## config.mk

```make
export PLATFORM = sky130hd
export DESIGN_NAME = dmem_arbiter
export DESIGN_NICKNAME = d
export VERILOG_FILES = /design/src/rtl/dmem_arbiter.sv
export SDC_FILE = /design/constraint.sdc
export NUM_CORES = 1
export LEC_CHECK = 0
export BUFFER_PORTS_ARGS = -buffer_cell sky130_fd_sc_hd__clkbuf_2
export CAP_MARGIN = 10
export CORE_AREA = 2 2 91 93
export CTS_BUF_LIST = sky130_fd_sc_hd__clkbuf_2
export DETAILED_ROUTE_END_ITERATION = 16
export DIE_AREA = 0 0 93 95
export PLACE_DENSITY = 0.84
export SLEW_MARGIN = 20
export SYNTH_ARGS = -nofsm -noshare
export SYNTH_HDL_FRONTEND = slang
export SYNTH_SLANG_ARGS = --single-unit
```

## constraint.sdc

```tcl
create_clock -name clk -period 1.74 [get_ports clk]
set_input_delay 0.087 -clock clk [delete_from_list [all_inputs] [get_ports clk]]
set_output_delay 0.087 -clock clk [all_outputs]
set_load 0.02 [all_outputs]
```

## src/rtl/dmem_arbiter.sv

```systemverilog
// dmem_arbiter: round-robin arbiter sharing one synchronous data memory between
// the core load/store port and an auxiliary requester.
module dmem_arbiter #(
  parameter int DATA_W = 32,
  parameter int ADDR_W = 9
) (
  input  logic              clk,
  input  logic              reset,
  input  logic              core_req,
  input  logic              core_we,
  input  logic [ADDR_W-1:0] core_addr,
  input  logic [DATA_W-1:0] core_wdata,
  output logic              core_gnt,
  output logic              core_rvalid,
  output logic [DATA_W-1:0] core_rdata,
  output logic              core_stall,
  input  logic              aux_req,
  input  logic              aux_we,
  input  logic [ADDR_W-1:0] aux_addr,
  input  logic [DATA_W-1:0] aux_wdata,
  output logic              aux_gnt,
  output logic              aux_rvalid,
  output logic [DATA_W-1:0] aux_rdata,
  output logic              mem_wr,
  output logic              mem_rd,
  output logic [ADDR_W-1:0] mem_addr,
  output logic [DATA_W-1:0] mem_wdata,
  input  logic [DATA_W-1:0] mem_rdata
);
  logic              core_gnt_q, aux_gnt_q, core_rvalid_q, aux_rvalid_q;
  logic              mem_wr_q, mem_rd_q, last_q;
  logic [ADDR_W-1:0] mem_addr_q;
  logic [DATA_W-1:0] mem_wdata_q;
  logic              core_elig, aux_elig, pick_aux, win, win_we;
  // A requester in its grant cycle is still holding req for that access, so it is masked.
  always_comb begin
    core_elig = core_req & ~core_gnt_q;
    aux_elig  = aux_req & ~aux_gnt_q;
    pick_aux  = aux_elig & (~core_elig | ~last_q);
    win       = core_elig | aux_elig;
    win_we    = pick_aux ? aux_we : core_we;
  end
  // last_q: 1 = aux granted last, so the core wins the first tie after reset.
  always_ff @(posedge clk or posedge reset) begin
    if (reset) begin
      core_gnt_q    <= 1'b0;
      aux_gnt_q     <= 1'b0;
      core_rvalid_q <= 1'b0;
      aux_rvalid_q  <= 1'b0;
      mem_wr_q      <= 1'b0;
      mem_rd_q      <= 1'b0;
      mem_addr_q    <= '0;
      mem_wdata_q   <= '0;
      last_q        <= 1'b1;
    end else begin
      core_gnt_q    <= win & ~pick_aux;
      aux_gnt_q     <= pick_aux;
      mem_wr_q      <= win & win_we;
      mem_rd_q      <= win & ~win_we;
      core_rvalid_q <= core_gnt_q & mem_rd_q;
      aux_rvalid_q  <= aux_gnt_q & mem_rd_q;
      if (win) begin
        mem_addr_q  <= pick_aux ? aux_addr : core_addr;
        mem_wdata_q <= pick_aux ? aux_wdata : core_wdata;
        last_q      <= pick_aux;
      end
    end
  end
  assign core_gnt    = core_gnt_q;
  assign aux_gnt     = aux_gnt_q;
  assign core_rvalid = core_rvalid_q;
  assign aux_rvalid  = aux_rvalid_q;
  assign core_rdata  = mem_rdata;
  assign aux_rdata   = mem_rdata;
  assign core_stall  = core_req & ~core_gnt_q;
  assign mem_wr      = mem_wr_q;
  assign mem_rd      = mem_rd_q;
  assign mem_addr    = mem_addr_q;
  assign mem_wdata   = mem_wdata_q;
endmodule
```

# Word level (Yosys, flattened, before mapping)
# Index checks and enable logic that the tools add are counted.
dict set report totals {
  reg_bits 48
  inputBits 120
  word_cells 28
}
dict set report op_classes {
  bitwise 16
  mux 3
}
# operator count
set op_table {}
lappend op_table {{2-to-1 mux 32 bit} 1}
lappend op_table {{2-to-1 mux 9 bit} 1}
lappend op_table {{AND 1 bit} 8}
lappend op_table {{inverter 1 bit} 6}
lappend op_table {{bitwise OR 1 bit} 2}
lappend op_table {{2-to-1 mux 1 bit} 1}

# Depth between registers and ports, before layout
# Gate-level depths: netlist (run 1).
dict set report depth {
  ltp_word 8
  mapped_depth 6
  depth_no_buf 3
}

# Worst setup path after synthesis (run 1)
# Ideal clock, no wire load.
dict set report synth_timing {
  path_kind {flip-flop to flip-flop}
  from {register aux_gnt_q (netlist: aux_gnt)}
  to {register mem_addr_q[0] (netlist: mem_addr[0])}
  setup_time_ns 0.126
  stages_incl_launch_ff 6
  path_buffers 2
  setup_slack_ns 0.280
  required_time_ns 1.614
  arrival_time_ns 1.334
  period_less_slack_ns 1.460
  path_cell_list {dfrtp_1 > nand2b_4 > o21a_1 > buf_6 > buf_6 > a221o_1}
}
dict set report synth_via {
  elab_chain_cells 4
}
# item line_no
set synth_rtl {}
lappend synth_rtl {{start, declared} 30} ;# logic core_gnt_q, aux_gnt_q, core_rvalid_q, aux_rvalid_q;
lappend synth_rtl {{start signal, assigned} 57} ;# aux_gnt_q <= pick_aux;
lappend synth_rtl {{inverter 1 bit (*)} 38} ;# aux_elig = aux_req & ~aux_gnt_q;
lappend synth_rtl {{AND 1 bit (*)} 38}
lappend synth_rtl {{AND 1 bit} 39} ;# pick_aux = aux_elig & (~core_elig | ~last_q);
lappend synth_rtl {{2-to-1 mux 9 bit} 63} ;# mem_addr_q <= pick_aux ? aux_addr : core_addr;
lappend synth_rtl {{end signal, assigned} 63}
lappend synth_rtl {{end, declared} 32} ;# logic [ADDR_W-1:0] mem_addr_q;
# Mark *: on every way between the ends. The rest lies on a longest branch, timed or not.
# A chain may end at the register's enable or synchronous reset.

# Worst setup path after layout (run 1)
dict set report layout_timing {
  from {register core_gnt_q (netlist: core_gnt)}
  to {output core_stall}
}
dict set report layout_via {
  elab_chain_cells 2
}
# item line_no
set layout_rtl {}
lappend layout_rtl {{start, declared} 30}
lappend layout_rtl {{start signal, assigned} 56} ;# core_gnt_q <= win & ~pick_aux;
lappend layout_rtl {{inverter 1 bit} 75} ;# assign core_stall = core_req & ~core_gnt_q;
lappend layout_rtl {{AND 1 bit} 75}
lappend layout_rtl {{end, declared} 16} ;# output logic core_stall,
# No other way between the ends.

==> results.txt, run 1 <==
- Result of the run: complete, no violations
- Area share of the largest cell type after synthesis: 44.63%
- The via count of the first global-routing pass is 2487.
* Worst hold-check path type: input port to register
- Counting distinct cell types in the post-synthesis netlist gives 15.
- Area Overhead vs Synth: 45.54%
* Leak pwr: 0.001852 uW
- Routed wire length per instance: 17.15 um
- The floorplan step set the die height to 95 um.
- Mean instance size in the synthesized netlist: 11.66 um^2
- The number of clock buffers added by TritonCTS is 5.
* Fmax: 618.8 MHz
* Number of buffers inserted by post-CTS setup repair: 0
- Initial core utilization: 33.24%
- For this design, the slowest cell found on the critical path is dfrtp_1.
- CTS Root Buffer Type: clkbuf_2
- Logic depth of the worst register-to-register path: 4
- Count of TritonRoute iterations in the first routing pass: 4
- Total global-route track usage: 17.46%
* Final critical-path setup slack: 0.1240 ns
* Total power after layout: 3241 uW
- Pin count of the biggest net entering global routing: 45
- Together, buffers and inverters on the worst path number 2.
- The floorplan step defined a die boundary enclosing 8835 um^2.
- Counting every sink on the clock net gives 48.
- The routed design has 8300 um of wire.
* Worst setup slack after placement: 0.3030 ns
* Period utilisation layout: 92.87%
- Detail Placement HPWL: 5214 um
- Arrival time of the worst setup path: 1.53 ns
* Final Util: 48.37%
* Remaining design rule violation count: 0
- After routing, the total negative slack on setup checks comes to 0 ns.
- The path with the worst hold slack has its endpoint at last_q.
- Worst slew margin relative to its limit: 66.78%
- Highest-count cells in the layout ignoring fill and taps: clkbuf_2, dlygate4sd3_1, dfrtp_1
- Die boundary width: 93 um
- Once placement completed, the tool counted placed cells totaling 390.
* Final cell count without fillers: 484
* Netlist Area Pre-Place: 2635 um^2
- The number of hold-slack violations in the final timing report was 0.
- STA classifies the critical path endpoint as an output port.
- Number of buffers on the longest clock path: 2
* Share of the yosys chip area belonging to registers: 45.63%
- FP Rows: 33
* Count of nets left with antenna violations after detail routing: 0
- HP Start: core_req
- At the end of the flow, the number of nets in the layout was 498.
* # Max-Cap Violations: 0
- After the first detailed-routing iteration, the DRC count stood at 55.
- In this design, the largest share of critical-path delay is due to flip-flops.
* Via count: 2402
- At the end of routability-driven placement, the weighted congestion stood at 0.6720.
* Crit Reg-Reg Endpoint: mem_wdata[17]
- Warning count from the yosys run: 0
- Counting every instance in the synthesized netlist gives 226.
- Clock skew after layout: 0.01868 ns
* Power per Cell Area: 845.2 nW/um^2
- Counting instances, the worst hold path has a depth of 3.
- Worst IR drop on VDD: 0.3244 mV
- Synthesis inferred 48 register bits.
- Count of endpoints failing setup in the final report: 0
- Initial antenna violation count: 0
* Critical register-to-register path startpoint: core_gnt
* Required time of the critical path: 1.65 ns
- The count of pins over their slew limit was 0.
- The later pin in the worst-skew pair is clocked with a latency of 0.41 ns.
* Worst setup SP type: register
* H-tree levels: 2
- Leaving out fill and tap cells, the most frequent cell in the layout is clkbuf_2.
- The count of buffers added on input and output ports is 135.
* Remaining Overflow, GRT: 0
- CTS tree: done
- Of the cells placed in the final design, the portion with a size suffix greater than 1 is 41.16%.
- Walking the worst path, the cells encountered are nor2b_4 -> buf_12 -> clkbuf_2.
* Clock-pin transition on the worst setup and hold timing paths: 0.22 ns
* Number of nets produced by synthesis: 346
* Total inserted antenna cells: 0
* I/O pin cnt: 232
* Setup repair after global routing missed its margin: false
- The biggest area contributor in the post-synthesis netlist is dfrtp_1.
* Crit Path Category: register to output port
- Worst-path fanout max: 42
- Area contributors post-synth: dfrtp_1, buf_4, a221o_1
* Routed via count divided by cell count: 4.963
- Worst slew pin tran: 0.4976 ns
* Slack of the worst reg-to-reg path: 0.28 ns
* First-pass GRT wire length: 12140 um
* Period minus WS final: 1.616 ns
- CP max stage delay: 0.46 ns
* Core Region: 7928 um^2
-- flip-flops by register name (all words and copies together) (netlist names) --
name,count
core_rvalid,1
aux_rvalid,1
mem_wr,1
aux_gnt,1
last_q,1
mem_rd,1
mem_addr,9
mem_wdata,32
core_gnt,1
-- cells in the mapped netlist (all sizes together) --
master / number
a21oi: 1
a221o: 41
a22o: 2
and2: 2
buf: 83
dfrtp: 47
dfstp: 1
inv: 3
mux2i: 1
nand2b: 1
nor2b: 2
nor3b: 41
o21a: 1
-- logic make-up (layout without fill, tap and decap cells) --
group	Yosys count	after routing	synth area share, %
DFF	48	48	45.63
AOI/OAI and AO/OA	45	45	17.14
and+or+nand+nor	46	46	13.15
buffers and inverters	86	239	23.69
muxes	1	1	0.3799
-- layer usage --
metal | part of all wire [%] | global-route usage [%]
met3 | 8.1 | 4.948
met4 | 4.2 | 9.314
met5 | 0 | 0
met1 | 38 | 18.14
met2 | 50 | 31.88
-- cell type report --
type | instances | area [um^2]
fill | 716 | 4093
timing repair buffer | 228 | 1627
sequential | 48 | 1202
multi-input combinational | 92 | 823.3
tap | 105 | 131.4
clock buffer | 7 | 35.03
inverter | 3 | 11.26
clock inverter | 1 | 5.005
-- tightest hold or removal path: stages --
cell	delay (ns)
clkbuf_2	0.08
nor2b_4	0.22
mux2i_1	0.10
-- worst max-delay path by stage --
stage,from,cells after the start,endpoint
2_1_floorplan,aux_gnt,5,mem_addr[0]
3_3_place_gp,aux_gnt,4,mem_addr[6]
3_5_place_dp,core_gnt,4,mem_addr[2]
4_1_cts,core_gnt,3,core_stall
5_1_grt,core_gnt,3,core_stall
6_report,core_gnt,3,core_stall
-- through the flow --
stage	hold slack (ns)	cell area (um^2)
after global routing	0.02974	3835
after CTS	0.03909	3835
after floorplan	0.2195	2635
final	0.06661	3835
after global placement	0.1189	2934
after detailed placement	0.1268	2934
-- report_power, final --
part           internal, uW  switching (uW)
clock network           110             352
logic                   626             708
registers              1330             115
-- timing repair --
item | 4_1_cts | 5_1_grt
resized for setup | 0 | 0
endpoints found under the hold margin | 64 | 0
hold buffers | 86 | 0
Power figures use the tool's default switching activity.
==> inputs of run 2 (changes only) <==
CORE_AREA = 2 2 89 91   (was 2 2 91 93)
CTS_BUF_LIST = default   (was sky130_fd_sc_hd__clkbuf_2)
DIE_AREA = 0 0 91 93   (was 0 0 93 95)
PLACE_DENSITY = 0.87   (was 0.84)
==> run 2 against run 1 <==
Effect of this change:
- core utilization down 7.7 points
- sequential power about the same
- fmax rose by 7.5%
==> results.txt, run 2 (synthesis gave the netlist of run 1 again) <==
- H-tree levels: 2 (unchanged)
* WL final: 6716 um (-19%)
- The worst setup path is of the register to output port kind.
- Final Util: 40.71% (-7.7 points)
- Floorplan die area: 8463 um^2 (-4.2%)
- Final weighted congestion of routability-driven global placement: 0.6794 (+1.1%)
- The number of hold buffers added after cts is 2 (-98%).
- Count of nets left with antenna violations after detail routing: 0 (unchanged)
* Insertion delay to the later sink of the worst-skew pair: 0.29 ns (-0.12 ns)
- Grouping stages by cell kind, the critical path spends the most delay in buffers and inverters.
- Number of port buffers: 135 (unchanged)
- Sort of element at the end of the critical path: output port
- Worst setup SP type: register
- The number of DRC violations after detailed-routing iteration 0 is 55 (unchanged).
* Count of TritonRoute iterations in the first routing pass: 5 (+1)
- Logic depth of the worst register-to-register path: 4 (unchanged)
* Highest-count cells in the layout ignoring fill and taps: clkbuf_2, dfrtp_1, nor3b_1, a221o_1, clkbuf_8
- Worst IR drop on VDD: 0.3428 mV (+5.7%)
- The routed via count was 2002 (-17%).
- The DRC violation count after routing is 0 (unchanged).
- The max-capacitance violation count came to 0 (unchanged).
- Crit Reg-Reg Endpoint: mem_wdata[23]
- The per-cell via count in the routed design came to 5.056 (+1.9%).
* Critical register-to-register path startpoint: aux_gnt
- Core Region: 7527 um^2 (-5.1%)
- Fmax: 665.5 MHz (+7.5%)
- Clock skew after layout: 0.006594 ns (-0.01208 ns)
- Worst-path cell with the longest stage delay: dfrtp_1
* Routed wire length per instance: 16.96 um (-1.1%)
- The non-filler instance count after layout was 396 (-18%).
- First-pass GRT wire length: 10500 um (-14%)
* Setup TNS Final: 0 ns (unchanged)
* Clock-pin transition on the worst setup and hold timing paths: 0.09 ns (-0.13 ns)
- Crit-path cells: nor2b_4 -> buf_12 -> clkbuf_2
- The number of stages on the worst setup path was 3 (unchanged).
* First element of the critical path: core_gnt
* Initial core utilization: 35.01% (+1.8 points)
- The number of hold-slack violations in the final timing report came to 0 (unchanged).
- The portion of the clock cycle consumed by the worst path in the final layout came to 86.36% (-6.5 points).
- Count of instances resized after the clock tree is built: 0 (unchanged)
- The via count of the first global-routing pass was 1951 (-22%).
* Worst slew pin tran: 0.5618 ns (+0.06422 ns)
- Initial antenna violation count: 0 (unchanged)
* Cell count of the worst hold path: 2 (-1)
* Number of buffers inserted by post-CTS setup repair: 0 (unchanged)
- The fill cell instance count of the final layout was 730 (+2.0%).
- Slack of the worst reg-to-reg path: 0.29 ns (about the same)
* Most common cell after layout, fill and taps aside: clkbuf_2
- Power per Cell Area: 1079 nW/um^2 (+28%)
* FP Rows: 32 (-3.0%)
* Number of sinks driven by the clock tree: 48 (unchanged)
- Setup repair after global routing missed its margin: false
* Number of buffers on the longest clock path: 2 (unchanged)
* Buffers plus inverters on the worst setup path: 2 (unchanged)
* Required time of the critical path: 1.65 ns (about the same)
- Share of post-route cells with drive strength above 1: 52.04% (+11 points)
- Max reg flops: 32 (unchanged)
- CP max stage delay: 0.42 ns (-0.04 ns)
* Area Overhead vs Synth: 16.29%
- Detail Placement HPWL: 4935 um (-5.4%)
- The count of pins over their slew limit came to 0 (unchanged).
- Critical Path End: core_stall
* Period minus WS final: 1.503 ns (-0.1133 ns)
- Pin count of the biggest net entering global routing: 45 (unchanged)
* Num CTS Buffers: 5 (unchanged)
- The worst-case headroom to the max-slew limit came to 62.49% (-4.3 points).
- Placed Cells incl. Taps: 385 (-1.3%)
- Number of nets in the layout: 413 (-17%)
* Worst-path fanout max: 42 (unchanged)
- The data arrival at the endpoint of the critical path is 1.42 ns (-0.11 ns).
* Remaining Overflow, GRT: 0 (unchanged)
- Total inserted antenna cells: 0 (unchanged)
- Total global-route track usage: 15.48% (-2.0 points)
* CTS tree: done
* Worst hold-check path type: input port to register
* CTS Root Buffer Type: clkbuf_8
- The count of pins on the block boundary was 232 (unchanged).
* Height of the die: 93 um (-2.1%)
* Die boundary width: 91 um (-2.2%)
- The number of setup violations in the final report is 0 (unchanged).
- Leak pwr: 0.001515 uW (-18%)
- Result of the run: complete, no violations
* Tightest hold margin: 0.01104 ns (-0.05558 ns)
## run 2: cell count changes in the layout (fill, tap and decap cells not counted), moves of 2 or more
| cell | delta |
|---|---|
| dlygate4sd3_1 | -83 |
| clkbuf_2 | -7 |
| clkbuf_8 | +6 |
| buf_4 | -4 |
| buf_12 | +2 |
## run 2: layout make-up
cell class,count,area [um^2],share of cell area (%)
sequential,48,1202,39.24
multi-input combinational,92,823.3,26.87
timing repair buffer,143,805.8,26.30
tap,102,127.6,4.165
clock buffer,7,86.33,2.817
inverter,3,11.26,0.3675
clock inverter,1,7.507,0.2450
## run 2: worst min-delay path by stage
stage | start | endpoint | slack, ns
6_report | core_wdata[17] | mem_wdata[17] | 0.01
5_1_grt | aux_wdata[29] | mem_wdata[29] | 0.0006
4_1_cts | core_wdata[30] | mem_wdata[30] | 0.0006
3_5_place_dp | reset | mem_wdata[15] | 0.16
3_3_place_gp | reset | mem_wdata[15] | 0.16
2_1_floorplan | core_we | mem_wr | 0.22
## run 2: layer usage
metal,vias to the layer above,GRT usage [%],wire length [um]
met5,-,0,0
met4,0,5.556,149
met3,19,4.674,622
met2,154,27.78,3365
met1,927,17.41,2580
li1,902,-,-
## run 2: report_power, final
group	total (uW)	switching, uW	leakage [uW]	internal [uW]
Sequential	1450	115	0.000590	1330
Combinational	1160	652	0.000881	510
Clock	698	375	0.0000445	324
## run 2: through the flow
stage / area, um^2 / worst slack [ns] / total power [uW]
3_5_place_dp: 2940 / 0.2973 / 2642
4_1_cts: 3054 / 0.2432 / 3361
2_1_floorplan: 2635 / 0.2798 / 2409
5_1_grt: 3064 / 0.1828 / 3494
3_3_place_gp: 2940 / 0.3478 / 2602
6_report: 3064 / 0.2373 / 3307
## run 2: worst register-to-register path, stage by stage (launching register included)
cell      delay, ns
dfrtp_1        0.43
nand2b_4       0.18
o21a_1         0.20
buf_12         0.19
a221o_1        0.34
==> inputs of run 3 (changes only) <==
MAX_ROUTING_LAYER = met4   (was default)
SLEW_MARGIN = 5   (was 20)
==> run 3 against run 2 <==
Effect of this change:
- clock skew is essentially flat
- setup slack gained 0.0029 ns
- clock-buffer cell count is the same
- combinational power is essentially flat
- sequential share of layout area is the same
- power is essentially flat
- register-to-register slack is essentially flat
- global-route usage grew 0.41 points
==> results.txt, run 3 (synthesis gave the netlist of run 1 again) <==
* Number of nets in the layout: 413 (unchanged)
- Number of buffers on the longest clock path: 2 (unchanged)
- The die span in y was 93 um (unchanged).
- The final global-route overflow total is 0 (unchanged).
* Slack of the worst reg-to-reg path: 0.29 ns (about the same)
- The count of pins over their slew limit is 0 (unchanged).
- Clock-pin transition on the worst setup and hold timing paths: 0.09 ns (about the same)
- The worst setup path is captured at an output port.
- Worst IR drop on VDD: 0.3428 mV (about the same)
- The clock latency on the worst-skew pair is 0.29 ns (about the same).
* CTS Root Buffer Type: clkbuf_8
- The data arrival at the endpoint of the critical path was 1.41 ns (about the same).
* Worst min-delay path endpoint: mem_wdata[17]
* Result of the run: complete, no violations
* Period utilisation layout: 86.20% (-0.16 points)
- The first-pass detailed-route iteration total was 4 (-1).
* Area Overhead vs Synth: 16.29% (unchanged)
* Leak pwr: 0.001515 uW (unchanged)
* Crit Reg-Reg Endpoint: mem_wdata[23]
- Total global-route track usage: 15.89% (+0.41 points)
- The routed via count is 1992 (-0.50%).
* Initial core utilization: 35.01% (unchanged)
- The CTS buffer count came to 5 (unchanged).
* Number of port buffers: 135 (unchanged)
* Worst-path fanout max: 42 (unchanged)
- Final critical-path setup slack: 0.2401 ns (+0.002852 ns)
- Detail Placement HPWL: 4935 um (unchanged)
* Final weighted congestion of routability-driven global placement: 0.6863 (+1.0%)
- The number of instances resized during post-cts repair is 0 (unchanged).
- # Max-Cap Violations: 0 (unchanged)
- The worst register-to-register path begins at aux_gnt.
- Number of hold buffers added after CTS: 2 (unchanged)
* Cell count of the worst hold path: 2 (unchanged)
- Worst hold-check path type: input port to register
- Total inserted antenna cells: 0 (unchanged)
- TritonCTS built the clock tree.
- The DRC violation count after routing was 0 (unchanged).
- The achievable frequency came to 666.7 MHz (+0.19%).
* Period minus WS final: 1.500 ns (-0.002852 ns)
- Count of nets left with antenna violations after detail routing: 0 (unchanged)
- Crit Path Category: register to output port
* Worst slew margin relative to its limit: 62.31% (-0.18 points)
- Tightest hold margin: 0.009465 ns (-0.001571 ns)
* Final hold vios: 0 (unchanged)
- In the layout the commonest cells are clkbuf_2, dfrtp_1, nor3b_1, a221o_1, clkbuf_8.
- Vias in the first global route: 1955 (+0.21%)
- The data required time at the worst endpoint was 1.65 ns (about the same).
- FP Rows: 32 (unchanged)
- Floorplan die area: 8463 um^2 (unchanged)
* Number of sinks driven by the clock tree: 48 (unchanged)
- The fraction of final layout cells sized beyond drive strength 1 came to 52.04% (unchanged).
- I/O pin cnt: 232 (unchanged)
- The most critical setup path has its startpoint at core_gnt.
- The maximum number of pins on one net before global-route repair is 45 (unchanged).
- Logic depth of the worst register-to-register path: 4 (unchanged)
- The accumulated negative setup slack came to 0 ns (unchanged).
- Clock skew after layout: 0.006578 ns (-0.00001571 ns)
* Routed via count divided by cell count: 5.030 (-0.50%)
- Setup repair after global routing left no endpoint under its margin.
- Worst setup slack after placement: 0.2973 ns (unchanged)
- H-tree levels: 2 (unchanged)
- First-pass GRT wire length: 10490 um (about the same)
* Core Region: 7527 um^2 (unchanged)
- Detailed router's first-iteration violation count: 46 (-16%)
- Most common cell after layout, fill and taps aside: clkbuf_2
- The multi-input gate area in the final layout is 823.3 um^2 (unchanged).
- The worst setup path is launched from a register.
* Count of endpoints failing setup in the final report: 0 (unchanged)
* Initial antenna violation count: 0 (unchanged)
- Die boundary width: 91 um (unchanged)
- Max reg flops: 32 (unchanged)
- The final routed wire length divided by cell count came to 16.95 um (about the same).
- The power density normalized to cell area came to 1080 nW/um^2 (about the same).
- Number of filler cells placed in the layout: 730 (unchanged)
* Worst slew pin tran: 0.5645 ns (+0.002723 ns)
- Area of all sequential standard cells: 1202 um^2 (unchanged)
* Number of buffers inserted by post-CTS setup repair: 0 (unchanged)
- In this run the most critical hold path is launched from core_wdata[17].
* WL final: 6713 um (about the same)
==> run 3: cell counts in the layout (fill, tap and decap cells not counted) <==
Identical to the previous run, type by type.
==> run 3: per-layer routing <==
metal  GRT usage (%)  vias up  routed length [um]
met5               -        -                   0
met4           5.556        0                 146
met3           4.593       19                 607
met2           27.84      145                3350
met1           17.36      926                2609
li1                -      902                   -
==> run 3: worst max-delay path: stages, from the launching register on <==
cell and delay, ns:
dfrtp_1 0.42, nor2b_4 0.21, buf_12 0.23, clkbuf_2 0.21
==> run 3: area by class of cell <==
class,instances,area share [%]
Multi-Input combinational cell,92,26.87
Sequential cell,48,39.24
Timing Repair Buffer,143,26.30
Clock buffer,7,2.817
Inverter,3,0.3675
Tap cell,102,4.165
Clock inverter,1,0.2450
==> run 3: worst max-delay path by stage <==
stage                    end  slack, ns
2_1_floorplan    mem_addr[0]       0.28
3_3_place_gp   mem_wdata[28]       0.35
3_5_place_dp   mem_wdata[23]       0.30
4_1_cts           core_stall       0.24
5_1_grt           core_stall       0.18
6_report          core_stall       0.24
==> run 3: metrics by stage <==
step	total power [uW]	instance area, um^2	utilization (%)	std cells
5_1_grt	3494	3064	40.71	396
6_report	3309	3064	40.71	396
4_1_cts	3361	3054	40.58	395
2_1_floorplan	2409	2635	-	226
3_5_place_dp	2642	2940	39.06	385
3_3_place_gp	2602	2940	39.06	385
==> run 3: power breakdown <==
part	leakage, uW	internal (uW)	total, uW	switching, uW
registers	0.000590	1330	1450	114
logic	0.000881	510	1160	652
clock network	0.0000445	324	701	377
